<file path="src/rtl/pipe_hazard_ctrl.sv">
// pipe_hazard_ctrl: pipeline freeze/bubble/flush sequencer for a 5-stage core.
// Optional stall/flush statistics are built when PIPE_HAZARD_STATS_EN is defined.
module pipe_hazard_ctrl #(
   parameter int FLUSH_CYCLES = 1
) (
   input  logic        CLK,
   input  logic        RST_n,
   input  logic        if_waitreq,
   input  logic        dm_busy,
   input  logic        branch_taken,
   input  logic        ex_memread,
   input  logic [4:0]  ex_rd,
   input  logic [4:0]  id_rs1,
   input  logic [4:0]  id_rs2,
   output logic        pc_en,
   output logic        fetch_rd,
   output logic        ifid_en,
   output logic        ifid_clr,
   output logic        idex_en,
   output logic        idex_clr,
   output logic        exmem_en,
   output logic [15:0] stall_count,
   output logic [15:0] flush_count
);
   typedef enum logic [2:0] {BOOT, RUN, IWAIT, DWAIT, FLUSH} state_t;
   state_t     state_q, state_d, eff;
   logic [1:0] fcnt_q, fcnt_d;
   logic       ret_q, ret_d;
   logic       load_use;

   assign load_use = ex_memread && ex_rd != 5'd0 && (ex_rd == id_rs1 || ex_rd == id_rs2);

   // a wait state whose condition has cleared behaves as the state it returns to
   always_comb begin
      eff = state_q;
      if (state_q == DWAIT && !dm_busy) eff = ret_q ? FLUSH : RUN;
      if (state_q == IWAIT && !if_waitreq) eff = RUN;
      {pc_en, fetch_rd, ifid_en, ifid_clr, idex_en, idex_clr, exmem_en} = 7'b1110101;
      state_d = eff;
      fcnt_d  = fcnt_q;
      ret_d   = ret_q;
      case (eff)
         BOOT: begin
            {pc_en, fetch_rd, ifid_en, ifid_clr, idex_en, idex_clr, exmem_en} = 7'b0001010;
            state_d = RUN;
         end
         IWAIT, DWAIT: {pc_en, fetch_rd, ifid_en, ifid_clr, idex_en, idex_clr, exmem_en} = 7'b0100000;
         RUN: begin
            if (dm_busy) begin
               {pc_en, fetch_rd, ifid_en, ifid_clr, idex_en, idex_clr, exmem_en} = 7'b0100000;
               state_d = DWAIT;
               ret_d   = 1'b0;
            end else if (branch_taken) begin
               ifid_clr = 1'b1;
               idex_clr = 1'b1;
               if (FLUSH_CYCLES > 1) begin
                  fcnt_d  = 2'(FLUSH_CYCLES - 2);
                  state_d = FLUSH;
               end
            end else if (if_waitreq) begin
               {pc_en, fetch_rd, ifid_en, ifid_clr, idex_en, idex_clr, exmem_en} = 7'b0100000;
               state_d = IWAIT;
            end else if (load_use) begin
               pc_en    = 1'b0;
               ifid_en  = 1'b0;
               idex_clr = 1'b1;
            end
         end
         FLUSH: begin
            if (dm_busy) begin
               {pc_en, fetch_rd, ifid_en, ifid_clr, idex_en, idex_clr, exmem_en} = 7'b0100000;
               state_d = DWAIT;
               ret_d   = 1'b1;
            end else begin
               ifid_clr = 1'b1;
               if (fcnt_q == 2'd0) begin
                  state_d = RUN;
                  ret_d   = 1'b0;
               end else begin
                  fcnt_d = fcnt_q - 2'd1;
               end
            end
         end
         default: state_d = BOOT;
      endcase
   end

   always_ff @(posedge CLK or negedge RST_n) begin
      if (!RST_n) begin
         state_q <= BOOT;
         fcnt_q  <= 2'd0;
         ret_q   <= 1'b0;
      end else begin
         state_q <= state_d;
         fcnt_q  <= fcnt_d;
         ret_q   <= ret_d;
      end
   end

`ifdef PIPE_HAZARD_STATS_EN
   logic [15:0] stall_q, flush_q;
   // a redirect is the only case with pc_en and idex_clr both high
   always_ff @(posedge CLK or negedge RST_n) begin
      if (!RST_n) begin
         stall_q <= 16'd0;
         flush_q <= 16'd0;
      end else begin
         if (state_q != BOOT && !pc_en && stall_q != 16'hFFFF) stall_q <= stall_q + 16'd1;
         if (pc_en && idex_clr && flush_q != 16'hFFFF) flush_q <= flush_q + 16'd1;
      end
   end
   assign stall_count = stall_q;
   assign flush_count = flush_q;
`else
   assign stall_count = 16'd0;
   assign flush_count = 16'd0;
`endif
endmodule

</file>
<file path="config.mk">
export PLATFORM = sky130hd
export DESIGN_NAME = pipe_hazard_ctrl
export DESIGN_NICKNAME = d
export VERILOG_FILES = /design/src/rtl/pipe_hazard_ctrl.sv
export SDC_FILE = /design/constraint.sdc
export NUM_CORES = 1
export LEC_CHECK = 0
export BUFFER_PORTS_ARGS = -buffer_cell sky130_fd_sc_hd__buf_2
export CORE_ASPECT_RATIO = 0.8
export CORE_MARGIN = 1.5
export CORE_UTILIZATION = 30
export CTS_BUF_LIST = sky130_fd_sc_hd__clkbuf_2 sky130_fd_sc_hd__clkbuf_4 sky130_fd_sc_hd__clkbuf_8
export CTS_CLUSTER_DIAMETER = 200
export CTS_CLUSTER_SIZE = 20
export DETAILED_ROUTE_END_ITERATION = 7
export GPL_TIMING_DRIVEN = 1
export PLACE_DENSITY_LB_ADDON = 0.15
export SLEW_MARGIN = 30
export SYNTH_ARGS = -nofsm -noshare
export SYNTH_HDL_FRONTEND = slang
export SYNTH_SLANG_ARGS = --single-unit
</file>
<file path="constraint.sdc">
create_clock -name CLK -period 3.6 [get_ports CLK]
set_clock_uncertainty 0.2 [all_clocks]
set_input_delay 0.18 -clock CLK [delete_from_list [all_inputs] [get_ports CLK]]
set_output_delay 0.18 -clock CLK [all_outputs]
set_load 0.01 [all_outputs]
</file>
==> summary.md <==
The run gives 1.30 ns as the post-route worst setup slack. The cell sitting at the root of the clock tree is a clkbuf_8. The die is 64.1 um wide. Share of Yosys cell area claimed by the top area cell type: 28.5%. Of all cell types, the one taking the most synthesized area is buf_4. The count of pins over their slew limit was 0; the per-cell via count in the routed design was 4.06. In the final routed layout, each cell accounts on average for 9.26 um. The setup TNS was 0 ns. In this run the remaining antenna-violating nets after routing total 0. The H-tree depth was 1; the number of flops mapped to enable cells by yosys was 0.

Walking the worst path, the cells encountered are or3b_4 -> a211oi_2 -> or2_1 -> a21boi_2 -> buf_2. The clock latency of the later-clocked register in the worst-skew pair came out at 0.22 ns. The area of the die is 3320 um^2. The row count is 17. The core box area is 2810 um^2.

By area the synthesized netlist is led by buf_4 (28%), dfrtp_1 (17%), xnor2_1 (11%), nand2_1 (4.2%), o21ai_0 (2.8%). The flow ran to the end, and the final reports show no timing, DRC or antenna violations. The largest voltage drop on the vdd net was 273 uV. The synthesis-stage register bit count is 6.

The initial standard-cell utilization of the core came out at 31.9%. For this design the top-level I/O count stands at 60. Counting along the longest clock path gives a buffer depth of 2.

After layout, the minimum clock period comes to 2.30 ns. The analysis attributes to cell leakage a power of 0.507 nW. The synthesized netlist contains 36 unique library cells. The global routing usage summed across all routing layers is 10.0%.

The via count of the first global-routing pass was 591; the detailed placer's ending HPWL was 1360 um. The setup path with the least slack is of type flop to output pin. The count of vias placed by the detailed router is 722.

The first global-routing pass estimated 2550 um of wire. Setup repair after global routing left no endpoint under its margin. Of the available clock period, the critical path in the final layout requires 63.8%.

Once the clock tree was built, the resizer swapped 0 gates to a different size. Clock-pin slew was measured on the worst setup and hold paths at 0.03 ns. The clock sink count was 6; the count of synthesis-stage warnings from yosys was 0. The run gives 0 as the number of antenna violations at the first check in global routing. The count of buffers from port buffering was 27. The net total in the final layout is 164, and the required time at the endpoint of the critical path is 3.22 ns.

Routability-driven placement finished with a final weighted congestion of 0.813. Standard cell with the maximum stage delay on the critical path: dfrtp_1. The reg-to-reg critical path startpoint was state_q[1].

Before CTS, the worst setup slack after placement is 1.54 ns. In the layout the commonest cells are conb_1 (32), buf_2 (27), xnor2_1 (11). The run gives 1.96 ns as the flop-to-flop setup slack. The worst setup path is captured at an output pin. Summed over all layers, the global routing overflow is 0. The iteration count of the initial detailed-routing pass was 4. The number of diodes is 0, and the layout-stage area growth over the synthesis result is 8.66%. After the flow finishes, the layout carries non-filler instances totaling 178.

For this run, design rule violations remaining after detail routing come to 0. The mapped netlist covers 896 um^2. The run gives 116 as the instance count of the mapped netlist.

Class of the most critical hold timing path: input port to asynchronous set/reset pin. Wire length after detailed routing: 1650 um. The predominant post-synthesis flop cell was dfrtp_1. The fraction of layout instances using a drive strength above 1 came out at 26.4%. The largest incremental delay on the critical path is 0.53 ns, and the count of filler cells inserted in the layout is 308.

Of all nets on the critical path, the largest fanout is 13. The average footprint of a synthesized cell works out to 7.72 um^2. TritonCTS built the clock tree.

The final hold violation count is 0. Endpoint of the worst register-to-register path: state_q[0]. Data on the critical path arrives at its endpoint at 1.92 ns.

The portion of the post-synthesis area used by sequential elements is 16.8%. The number of clock buffers inserted by TritonCTS is 3, and the length in cells of the worst reg-to-reg path is 3. The worst setup path is launched from a flop. Counting tap cells, the placed design contains a total of 174 instances. Setup violations remaining at the end of the flow were counted as 0.

Chip height: 51.9 um. For this run, the top clock speed supported by timing is 435 MHz. The run gives 15 as the pin count of the biggest net entering global routing. In this run, the number of DRC markers left after iteration 0 of detailed routing was 45. The power per unit of standard cell area is 468 nW/um^2, and the post-synthesis async set-or-reset flop share is 100%. The number of setup buffers added after CTS is 0. The most common library cell in the layout ignoring fill and taps is conb_1. Max-cap violations in this run came to 0.
-- what timing repair did --
item	CTS	global route
hold endpoints to repair	6	0
hold buffers	1	0
endpoints found under the setup margin	0	0
-- worst max path at each step --
stage | end | cells past startpoint | slack (ns) | startpoint
after CTS | ifid_en | 5 | 1.29 | state_q[1]
after global placement | pc_en | 5 | 1.57 | state_q[1]
after detailed placement | ifid_en | 5 | 1.54 | state_q[1]
after global routing | pc_en | 5 | 1.18 | state_q[1]
after floorplan | pc_en | 6 | 1.63 | state_q[2]
final | ifid_en | 5 | 1.30 | state_q[1]
-- kinds of logic after synthesis --
family | synth area share, %
other | 0.419
XOR/XNOR | 10.8
AO/OA/AOI/OAI | 18.6
flip-flops | 16.8
buffers and inverters | 32.1
multiplexers | 2.23
adder cells (fa/ha/maj) | 1.40
AND/OR/NAND/NOR | 17.7
-- area by class of cell --
cell class | instances | area (um^2) | area share [%]
multi-input combinational | 99 | 574 | 59.0
sequential | 6 | 150 | 15.4
timing repair buffer | 28 | 145 | 14.9
tap | 38 | 47.5 | 4.88
clock buffer | 3 | 41.3 | 4.24
inverter | 4 | 15.0 | 1.54
-- per-layer routing --
metal	vias to the layer above	global-route usage, %	wire length (um)
met1	320	12.7	794
met5	-	0	0
met2	29	16.3	759
met3	0	3.90	94
li1	373	-	-
met4	0	2.13	0
-- synthesized netlist by cell type (2+ instances only) --
library cell,count
buf_4,34
xnor2_1,11
nand2_1,10
dfrtp_1,6
o21ai_0,5
a21oi_1,4
inv_1,4
nand3_1,4
nor2b_1,3
a21o_1,2
buf_2,2
clkbuf_1,2
mux2i_1,2
o211ai_1,2
o21ai_1,2
o31ai_1,2
or2_2,2
-- stage by stage --
step                area [um^2]  util, %  power [W]  hold slack [ns]
finish                      973     34.7   0.000455            0.116
global route                973     34.7   0.000493            0.121
CTS                         973     34.7   0.000460            0.121
detailed placement          922     32.8   0.000358           -0.185
global placement            922     32.8   0.000362           -0.191
floorplan                  1010        -   0.000329           -0.316
-- critical path, delay by kind of cell, from the launching register on --
kind                   cells  cell delay (ns)
AOI/OAI and AO/OA          2             0.42
buffers and inverters      1             0.14
DFF                        1             0.53
and+or+nand+nor            2             0.61
-- report_power, final --
part / total (W) / switching, W / internal [W]
Combinational: 0.000234 / 0.000120 / 0.000114
Clock: 0.0000966 / 0.0000252 / 0.0000715
Sequential: 0.000125 / 0.0000380 / 0.0000867
-- registers in the layout, summed over array words and instances (netlist names) --
| signal | flops |
|---|---|
| fcnt_q | 2 |
| ret_q | 1 |
| state_q | 3 |
Note: power is estimated with default switching activity, not from simulation.
